**src/rtl/usbh_frame_sched.sv**
```systemverilog
// Full-speed USB host frame scheduler: 1 ms frame timer, SOF issue, round-robin SIE sharing.
// Latency: request seen in IDLE -> grant + sie_start two cycles later; SOF one cycle after wrap/enable.
// Backpressure: one SIE operation at a time; requesters hold req until done, SIE paced by sie_done.
//
// Ports:
//   clk, rst_n          clock, asynchronous active-low reset
//   enable              1 = bus running (SOFs and grants), 0 = idle/suspended
//   req/req_addr/req_endp/req_pid   per-requester level request and token fields (packed per index)
//   grant, done         one-hot ownership, one-cycle completion pulse to the owner
//   sie_start/sie_sof/sie_pid/sie_addr/sie_endp   token command to the SIE engine
//   sie_done            one-cycle completion pulse from the SIE engine
//   frame_num           11-bit number carried by the most recent/next SOF
module usbh_frame_sched #(
    parameter int N_REQ       = 2,
    parameter int FRAME_TICKS = 25000,
    parameter int EOF_GUARD   = 1500
) (
    input  logic                 clk,
    input  logic                 rst_n,
    input  logic                 enable,
    input  logic [N_REQ-1:0]     req,
    input  logic [7*N_REQ-1:0]   req_addr,
    input  logic [4*N_REQ-1:0]   req_endp,
    input  logic [2*N_REQ-1:0]   req_pid,
    output logic [N_REQ-1:0]     grant,
    output logic [N_REQ-1:0]     done,
    output logic                 sie_start,
    output logic                 sie_sof,
    output logic [1:0]           sie_pid,
    output logic [6:0]           sie_addr,
    output logic [3:0]           sie_endp,
    input  logic                 sie_done,
    output logic [10:0]          frame_num
);

    localparam int CW = $clog2(FRAME_TICKS);
    localparam int IW = (N_REQ > 1) ? $clog2(N_REQ) : 1;
    localparam logic [CW-1:0] CNT_LAST = CW'(FRAME_TICKS - 1);
    localparam logic [IW-1:0] IDX_LAST = IW'(N_REQ - 1);

    typedef enum logic [2:0] {
        S_IDLE,
        S_SOF,
        S_SOF_W,
        S_ARB,
        S_XFER
    } state_t;

    state_t           state_q, state_d;
    logic [CW-1:0]    count_q, count_d;
    logic             sof_pend_q, sof_pend_d;
    logic             en_q, en_d;
    logic [IW-1:0]    rr_q, rr_d;
    logic [IW-1:0]    owner_q, owner_d;
    logic [10:0]      frame_num_q, frame_num_d;
    logic [N_REQ-1:0] grant_q, grant_d;
    logic [N_REQ-1:0] done_q, done_d;
    logic             sie_start_q, sie_start_d;
    logic             sie_sof_q, sie_sof_d;
    logic [1:0]       sie_pid_q, sie_pid_d;
    logic [6:0]       sie_addr_q, sie_addr_d;
    logic [3:0]       sie_endp_q, sie_endp_d;

    logic             wrap;
    logic             guard;
    logic             en_rise;
    logic             sof_clr;

    // Round-robin scan results and the selected requester's token fields
    logic             lo_found, hi_found, arb_found;
    logic [IW-1:0]    lo_idx, hi_idx, arb_idx;
    logic [6:0]       sel_addr;
    logic [3:0]       sel_endp;
    logic [1:0]       sel_pid_raw, sel_pid;
    logic [N_REQ-1:0] sel_onehot, owner_onehot;

    assign wrap    = enable && (count_q == CNT_LAST);
    assign guard   = (int'(count_q) >= FRAME_TICKS - EOF_GUARD);
    assign en_rise = enable && !en_q;

    // Frame counter and enable edge tracking
    always_comb begin
        en_d = enable;
        if (!enable || count_q == CNT_LAST) begin
            count_d = '0;
        end else begin
            count_d = count_q + CW'(1);
        end
    end

    // A wrap beats a same-cycle clear so a back-to-back wrap is never lost;
    // a clear beats the enable-rise set because that rise is what is being served.
    always_comb begin
        if (!enable) begin
            sof_pend_d = 1'b0;
        end else if (wrap) begin
            sof_pend_d = 1'b1;
        end else if (sof_clr) begin
            sof_pend_d = 1'b0;
        end else if (en_rise) begin
            sof_pend_d = 1'b1;
        end else begin
            sof_pend_d = sof_pend_q;
        end
    end

    // Scan downward so the last hit is the lowest index; hi_* keeps the lowest
    // index at or above the pointer, lo_* the lowest overall (the wrap-around case).
    always_comb begin
        lo_found = 1'b0;
        hi_found = 1'b0;
        lo_idx   = '0;
        hi_idx   = '0;
        for (int j = N_REQ - 1; j >= 0; j--) begin
            if (req[j]) begin
                lo_found = 1'b1;
                lo_idx   = IW'(j);
                if (IW'(j) >= rr_q) begin
                    hi_found = 1'b1;
                    hi_idx   = IW'(j);
                end
            end
        end
        arb_found = lo_found;
        arb_idx   = hi_found ? hi_idx : lo_idx;
    end

    always_comb begin
        sel_addr     = '0;
        sel_endp     = '0;
        sel_pid_raw  = '0;
        sel_onehot   = '0;
        owner_onehot = '0;
        for (int j = 0; j < N_REQ; j++) begin
            sel_onehot[j]   = (IW'(j) == arb_idx);
            owner_onehot[j] = (IW'(j) == owner_q);
            if (IW'(j) == arb_idx) begin
                sel_addr    = req_addr[7*j +: 7];
                sel_endp    = req_endp[4*j +: 4];
                sel_pid_raw = req_pid[2*j +: 2];
            end
        end
        // Reserved token code goes out as OUT
        sel_pid = (sel_pid_raw == 2'd3) ? 2'd2 : sel_pid_raw;
    end

    // Scheduler FSM: command outputs are registered, so sie_start is high
    // in the SOF state and in the first XFER cycle.
    always_comb begin
        state_d     = state_q;
        sof_clr     = 1'b0;
        rr_d        = rr_q;
        owner_d     = owner_q;
        frame_num_d = frame_num_q;
        grant_d     = grant_q;
        done_d      = '0;
        sie_start_d = 1'b0;
        sie_sof_d   = sie_sof_q;
        sie_pid_d   = sie_pid_q;
        sie_addr_d  = sie_addr_q;
        sie_endp_d  = sie_endp_q;
        case (state_q)
            S_IDLE: begin
                if (enable && (sof_pend_q || en_rise)) begin
                    state_d     = S_SOF;
                    sof_clr     = 1'b1;
                    sie_start_d = 1'b1;
                    sie_sof_d   = 1'b1;
                end else if (enable && !guard && (|req)) begin
                    state_d = S_ARB;
                end
            end
            S_SOF: begin
                state_d = S_SOF_W;
            end
            S_SOF_W: begin
                if (sie_done) begin
                    frame_num_d = frame_num_q + 11'd1;
                    state_d     = S_IDLE;
                end
            end
            S_ARB: begin
                if (arb_found) begin
                    grant_d     = sel_onehot;
                    owner_d     = arb_idx;
                    sie_start_d = 1'b1;
                    sie_sof_d   = 1'b0;
                    sie_pid_d   = sel_pid;
                    sie_addr_d  = sel_addr;
                    sie_endp_d  = sel_endp;
                    state_d     = S_XFER;
                end else begin
                    state_d = S_IDLE;
                end
            end
            S_XFER: begin
                if (sie_done) begin
                    done_d  = owner_onehot;
                    grant_d = '0;
                    rr_d    = (owner_q == IDX_LAST) ? '0 : owner_q + IW'(1);
                    state_d = S_IDLE;
                end
            end
            default: begin
                state_d = S_IDLE;
            end
        endcase
    end

    always_ff @(posedge clk or negedge rst_n) begin
        if (!rst_n) begin
            state_q     <= S_IDLE;
            count_q     <= '0;
            sof_pend_q  <= 1'b0;
            en_q        <= 1'b0;
            rr_q        <= '0;
            owner_q     <= '0;
            frame_num_q <= '0;
            grant_q     <= '0;
            done_q      <= '0;
            sie_start_q <= 1'b0;
            sie_sof_q   <= 1'b0;
            sie_pid_q   <= '0;
            sie_addr_q  <= '0;
            sie_endp_q  <= '0;
        end else begin
            state_q     <= state_d;
            count_q     <= count_d;
            sof_pend_q  <= sof_pend_d;
            en_q        <= en_d;
            rr_q        <= rr_d;
            owner_q     <= owner_d;
            frame_num_q <= frame_num_d;
            grant_q     <= grant_d;
            done_q      <= done_d;
            sie_start_q <= sie_start_d;
            sie_sof_q   <= sie_sof_d;
            sie_pid_q   <= sie_pid_d;
            sie_addr_q  <= sie_addr_d;
            sie_endp_q  <= sie_endp_d;
        end
    end

    assign grant     = grant_q;
    assign done      = done_q;
    assign sie_start = sie_start_q;
    assign sie_sof   = sie_sof_q;
    assign sie_pid   = sie_pid_q;
    assign sie_addr  = sie_addr_q;
    assign sie_endp  = sie_endp_q;
    assign frame_num = frame_num_q;

endmodule

```
**config.mk**
```make
export PLATFORM = sky130hd
export DESIGN_NAME = usbh_frame_sched
export DESIGN_NICKNAME = d
export VERILOG_FILES = /design/src/rtl/usbh_frame_sched.sv
export SDC_FILE = /design/constraint.sdc
export NUM_CORES = 1
export LEC_CHECK = 0
export CORE_MARGIN = 2
export CORE_UTILIZATION = 45
export CTS_BUF_LIST = sky130_fd_sc_hd__clkbuf_16
export DETAILED_ROUTE_END_ITERATION = 10
export GPL_TIMING_DRIVEN = 0
export PLACE_DENSITY_LB_ADDON = 0.3
export SLEW_MARGIN = 30
export SYNTH_ARGS = -nofsm -noshare
export SYNTH_HDL_FRONTEND = slang
export SYNTH_SLANG_ARGS = --single-unit
```
**constraint.sdc**
```tcl
create_clock -name clk -period 1.6 [get_ports clk]
set_input_delay 0.32 -clock clk [delete_from_list [all_inputs] [get_ports clk]]
set_output_delay 0.32 -clock clk [all_outputs]
set_load 0.05 [all_outputs]
```
======== After elaboration in Yosys (flattened, before gate mapping) ========
Index checks and enable logic that the tools add are counted.
cells by class
  bitwise logic cells ..................... 2
  mux-type cells .......................... 37
  reductions and logical operators ........ 21
  $lt $le $gt $ge ......................... 3
  add/subtract/negate cells ............... 3
  eq/ne operators ......................... 12
operators by type and width
  kind                   number
  $mux 1                 20
  $add 15x1->15 const B  1
  $eq 15x15->1 const B   1
  $ge 15x15->1 const B   1
  $mux 15                1
  $mux 2                 6
  $mux 3                 4
  $pmux 3 s4             1
  $add 11x1->11 const B  1
  $reduce_and 2->1       4
  $mux 7                 1
  $eq 3x2->1 const B     2
  $ne 2x2->1 const B     3
  $reduce_and 3->1       2
  $logic_and 1x1->1      5
  $mux 4                 1
  $ne 4x1->1 const B     1
  $pmux 1 s2             2
  $pmux 2 s2             1
  $reduce_bool 2->1      2
  $reduce_or 2->1        2
  $eq 3x1->1 const B     1
  $eq 3x3->1 const B     1
  $logic_not 1->1        3
  other kinds (8)        11
storage, ports and cells
  register bits after elaboration ......... 52
  output and inout bits ................... 30
  bits of input ports ..................... 32

======== Logic depth before layout (Yosys ltp) ========
Gate-level depths: netlist (run 1).
  depth after elaboration ................. 9
  gate-level depth with buffers ........... 7
  depth with buffers taken out ............ 5

======== Least setup slack after synthesis (run 1) ========
No wires, ideal clock.
  path type ............................... reg-to-reg
  from .................................... register frame_num_q[0], in the netlist frame_num[0]
  to ...................................... register frame_num_q[6], in the netlist frame_num[6]
  period minus slack after synthesis ...... 1.499 ns
  data required time ...................... 1.459 ns
  data arrival time ....................... 1.358 ns
  buffers on the path ..................... 0
  path slack .............................. 0.101 ns
  cell stages (with the launch flop) ...... 5
  setup time .............................. 0.141 ns
  cells stage by stage .................... dfrtp_1 ha_1 and3_2 nand4_1 xnor2_1
between the ends
  cells in the longest elaborated chain, start to end .. 1
RTL lines
  what                    line  source
  start, declared         55    logic [10:0] frame_num_q, frame_num_d;
  start signal, assigned  233   frame_num_q <= frame_num_d;
  $add 11x1->11           178   frame_num_d = frame_num_q + 11'd1;
Every way passes these cells.
A chain may end at the register's enable or synchronous reset.

======== Worst setup path after layout (run 1) ========
  from .................................... register frame_num_q[1], in the netlist frame_num[1]
  to ...................................... output frame_num[1]
RTL lines
  what           line  source
  end, declared  33    output logic [10:0] frame_num
No word-level cell between the ends.

==> results of run 1 <==
-- cell families (layout without fill, tap and decap cells) --
kind of cell	count (synthesis)	in the layout	synth area share (%)
AO/OA/AOI/OAI	26	26	6.32
XOR/XNOR	23	23	8.41
multiplexers	15	15	6.32
buffers and inverters	12	83	2.66
AND/OR/NAND/NOR	92	92	20.4
adder cells (fa/ha/maj)	3	3	1.57
flip-flops	52	52	54.3
-- worst paths after layout --
path | endpoint | cells after the start
setup / recovery | frame_num[1] | 1
max in group asynchronous | count_q[0] | 3
hold / removal | done[0] | 1
hold reg to reg | done[0] | 1
setup reg to reg | frame_num[9] | 4
min in group asynchronous | count_q[9] | 2
-- flip-flops by register name, summed over array words and instances (netlist names) --
| signal | flops |
|---|---|
| sof_pend_q | 1 |
| sie_pid | 2 |
| sie_endp | 4 |
| rr_q | 1 |
| sie_sof | 1 |
| state_q | 3 |
| count_q | 15 |
| grant | 2 |
| sie_start | 1 |
| en_q | 1 |
| frame_num | 11 |
| sie_addr | 7 |
| owner_q | 1 |
| done | 2 |
-- metal layers --
| metal | global-route usage [%] | part of all wire [%] | vias to the layer above |
|---|---|---|---|
| met4 | 7.86 | 1.8 | 0 |
| met2 | 28.2 | 47 | 53 |
| met3 | 5.41 | 8.2 | 9 |
| met1 | 22.7 | 43 | 837 |
| met5 | 0 | 0 | - |
| li1 | - | - | 910 |
-- metrics by stage --
| stage | total power, mW | hold WS, ns | TNS [ns] | cell area [µm²] |
|---|---|---|---|---|
| after global placement | 4.01 | 0.432 | -75.33 | 3090 |
| after detailed placement | 4.05 | 0.234 | -7.85 | 3110 |
| final | 4.88 | 0.441 | 0 | 3250 |
| after global routing | 5.15 | 0.449 | 0 | 3250 |
| after floorplan | 3.26 | 0.0244 | 0 | 2400 |
| after CTS | 4.93 | 0.447 | 0 | 3240 |
-- cells in the final DEF, fill, tap and decap left out, types with 2 or more instances in the layout --
cell / count
xnor2_1: 9
ha_1: 2
buf_2: 3
inv_1: 4
nand3_1: 9
and3_1: 4
dlygate4sd2_1: 24
buf_4: 2
and2_1: 4
nor2b_1: 3
dfrtp_1: 52
clkbuf_2: 5
clkdlybuf4s50_1: 30
a21oi_1: 3
xor2_1: 14
and4_1: 6
clkdlybuf4s15_1: 3
clkbuf_16: 5
mux2i_1: 14
nand2_1: 21
buf_6: 2
nand4_1: 8
o21ai_0: 15
nor2_1: 26
-- where the power goes --
group          switching, mW  internal [mW]
Clock                  0.448          0.568
Combinational           1.39          0.600
Sequential             0.237           1.64
Total                   2.07           2.81
-- repair_timing --
action | CTS | global route
endpoints found under the hold margin | 22 | 0
setup buffers | 0 | 1
pin swaps | 0 | 2
endpoints found under the setup margin | 50 | 31
gates resized for setup | 33 | 14
hold buffers | 1 | 0
-- final cells by class --
| type | instances | area [µm²] |
|---|---|---|
| fill | 451 | 1860 |
| sequential | 52 | 1300 |
| multi-input combinational | 159 | 1060 |
| timing repair buffer | 64 | 601 |
| clock buffer | 5 | 125 |
| tap | 70 | 87.6 |
| buffer | 8 | 51.3 |
| clock inverter | 3 | 15.0 |
| inverter | 3 | 11.3 |
==> results.json, run 1 <==
{
  "outcome": "complete, no violations",
  "timing.rr.start": "state_q[2]",
  "wirelength_um": 4720,
  "rows": 26,
  "io_buffers": 61,
  "syn_nets": 258,
  "dieWidth_um": 77.0,
  "finish.utilization_pct": 63.6,
  "cp-startpoint": "frame_num[1]",
  "synthArstFlopShare_pct": 100,
  "first_pass_iters": 4,
  "final.setup_skew_ns": 0.00427,
  "clkLatencyLatePin_ns": 0.29,
  "crit_path_start_kind": "register",
  "core_um2": 5110,
  "clock.fmax_mhz": 644,
  "final.setup.worst_slack_ns": 0.0469,
  "min_from": "owner_q",
  "cp_slowest_stage_delay_ns": 0.55,
  "overflow": 0,
  "floorplan.initialDensity_pct": 46.9,
  "synthTopCellsByCount": "dfrtp_1, nor2_1, nand2_1",
  "grt_pass1_vias": 1833,
  "cts.clk_slew.worst_paths_ns": 0.06,
  "gp_congestion": 0.804,
  "crit_fanout": 4,
  "ir_drop_uv": 1080,
  "vias_per_cell": 4.97,
  "min_period_over_period_pct": 97.1,
  "die_h_um": 77.0,
  "critPathTopFamily": "buffers and inverters",
  "drive_above_1_share_pct": 9.86,
  "wl_per_cell_um": 13.0,
  "yosysUniqueCellTypes": 39,
  "worstSetupPathType": "reg -> out",
  "path_buf_inv": 1,
  "ys.flop_type": "dfrtp_1",
  "leakagePower_nw": 1.57,
  "drv_cap": 0,
  "ys_ff_latch": 52,
  "postRouteAntennaNets": 0,
  "hp-class": "reg -> reg",
  "hold_violations": 0,
  "syn-cell-area_um2": 2400,
  "grt_antenna_before_repair": 0,
  "critPathArrivalTime_ns": 1.23,
  "slew_headroom_pct": 65.8,
  "clock_path_buffers": 2,
  "grt_use_total_pct": 17.8,
  "pin_count": 62,
  "dieArea_um2": 5920,
  "nNetsFinal": 328,
  "synth-edff-count": 0,
  "yosys.cell_count.top_type": "dfrtp_1",
  "drc": 0,
  "worstMarginPinSlew_ns": 0.515,
  "ff2ff_setup_slack_ns": 0.12,
  "finalSetupViolCount": 0,
  "powerDensity_nw_per_um2": 1500,
  "drtIter0Drc": 103,
  "yosysWarningCount": 0,
  "path_cells": "dlygate4sd2_1",
  "synth_top_cell_area_share_pct": 54.3,
  "grt_pass1_wl_um": 8450,
  "yosysSeqAreaShare_pct": 54.3,
  "grt_max_degree": 31,
  "area_growth_pct": 35.6,
  "hpwl_um": 3390,
  "fin_crit_ns": 1.55,
  "cts_tree": "done",
  "cts_htree_levels": 2,
  "synth_area_leaders": "dfrtp_1, mux2i_1, xor2_1",
  "avgSynthCellArea_um2": 10.7,
  "yosysTopAreaCell": "dfrtp_1",
  "num_vias": 1809,
  "cts_inserted_buffers": 5,
  "critPathRequiredTime_ns": 1.28,
  "root_buffer": "clkbuf_16",
  "synthCells": 223,
  "antenna_cells": 0,
  "dp_cells": 355,
  "fin_cells": 364,
  "maxSlewViolCount": 0,
  "critPathSlowestCell": "dlygate4sd2_1",
  "rsz0062_at_grt": "false",
  "place_ws_ns": -0.331,
  "crit_path_end_kind": "output pin",
  "clock_sinks": 52
}
Power figures use the tool's default switching activity.
==> run 2, diff against run 1 <==
- CTS_CLUSTER_SIZE: unset -> 20
==> results of run 2 <==
The final DEF is identical to that of run 1; final timing and power are the same.
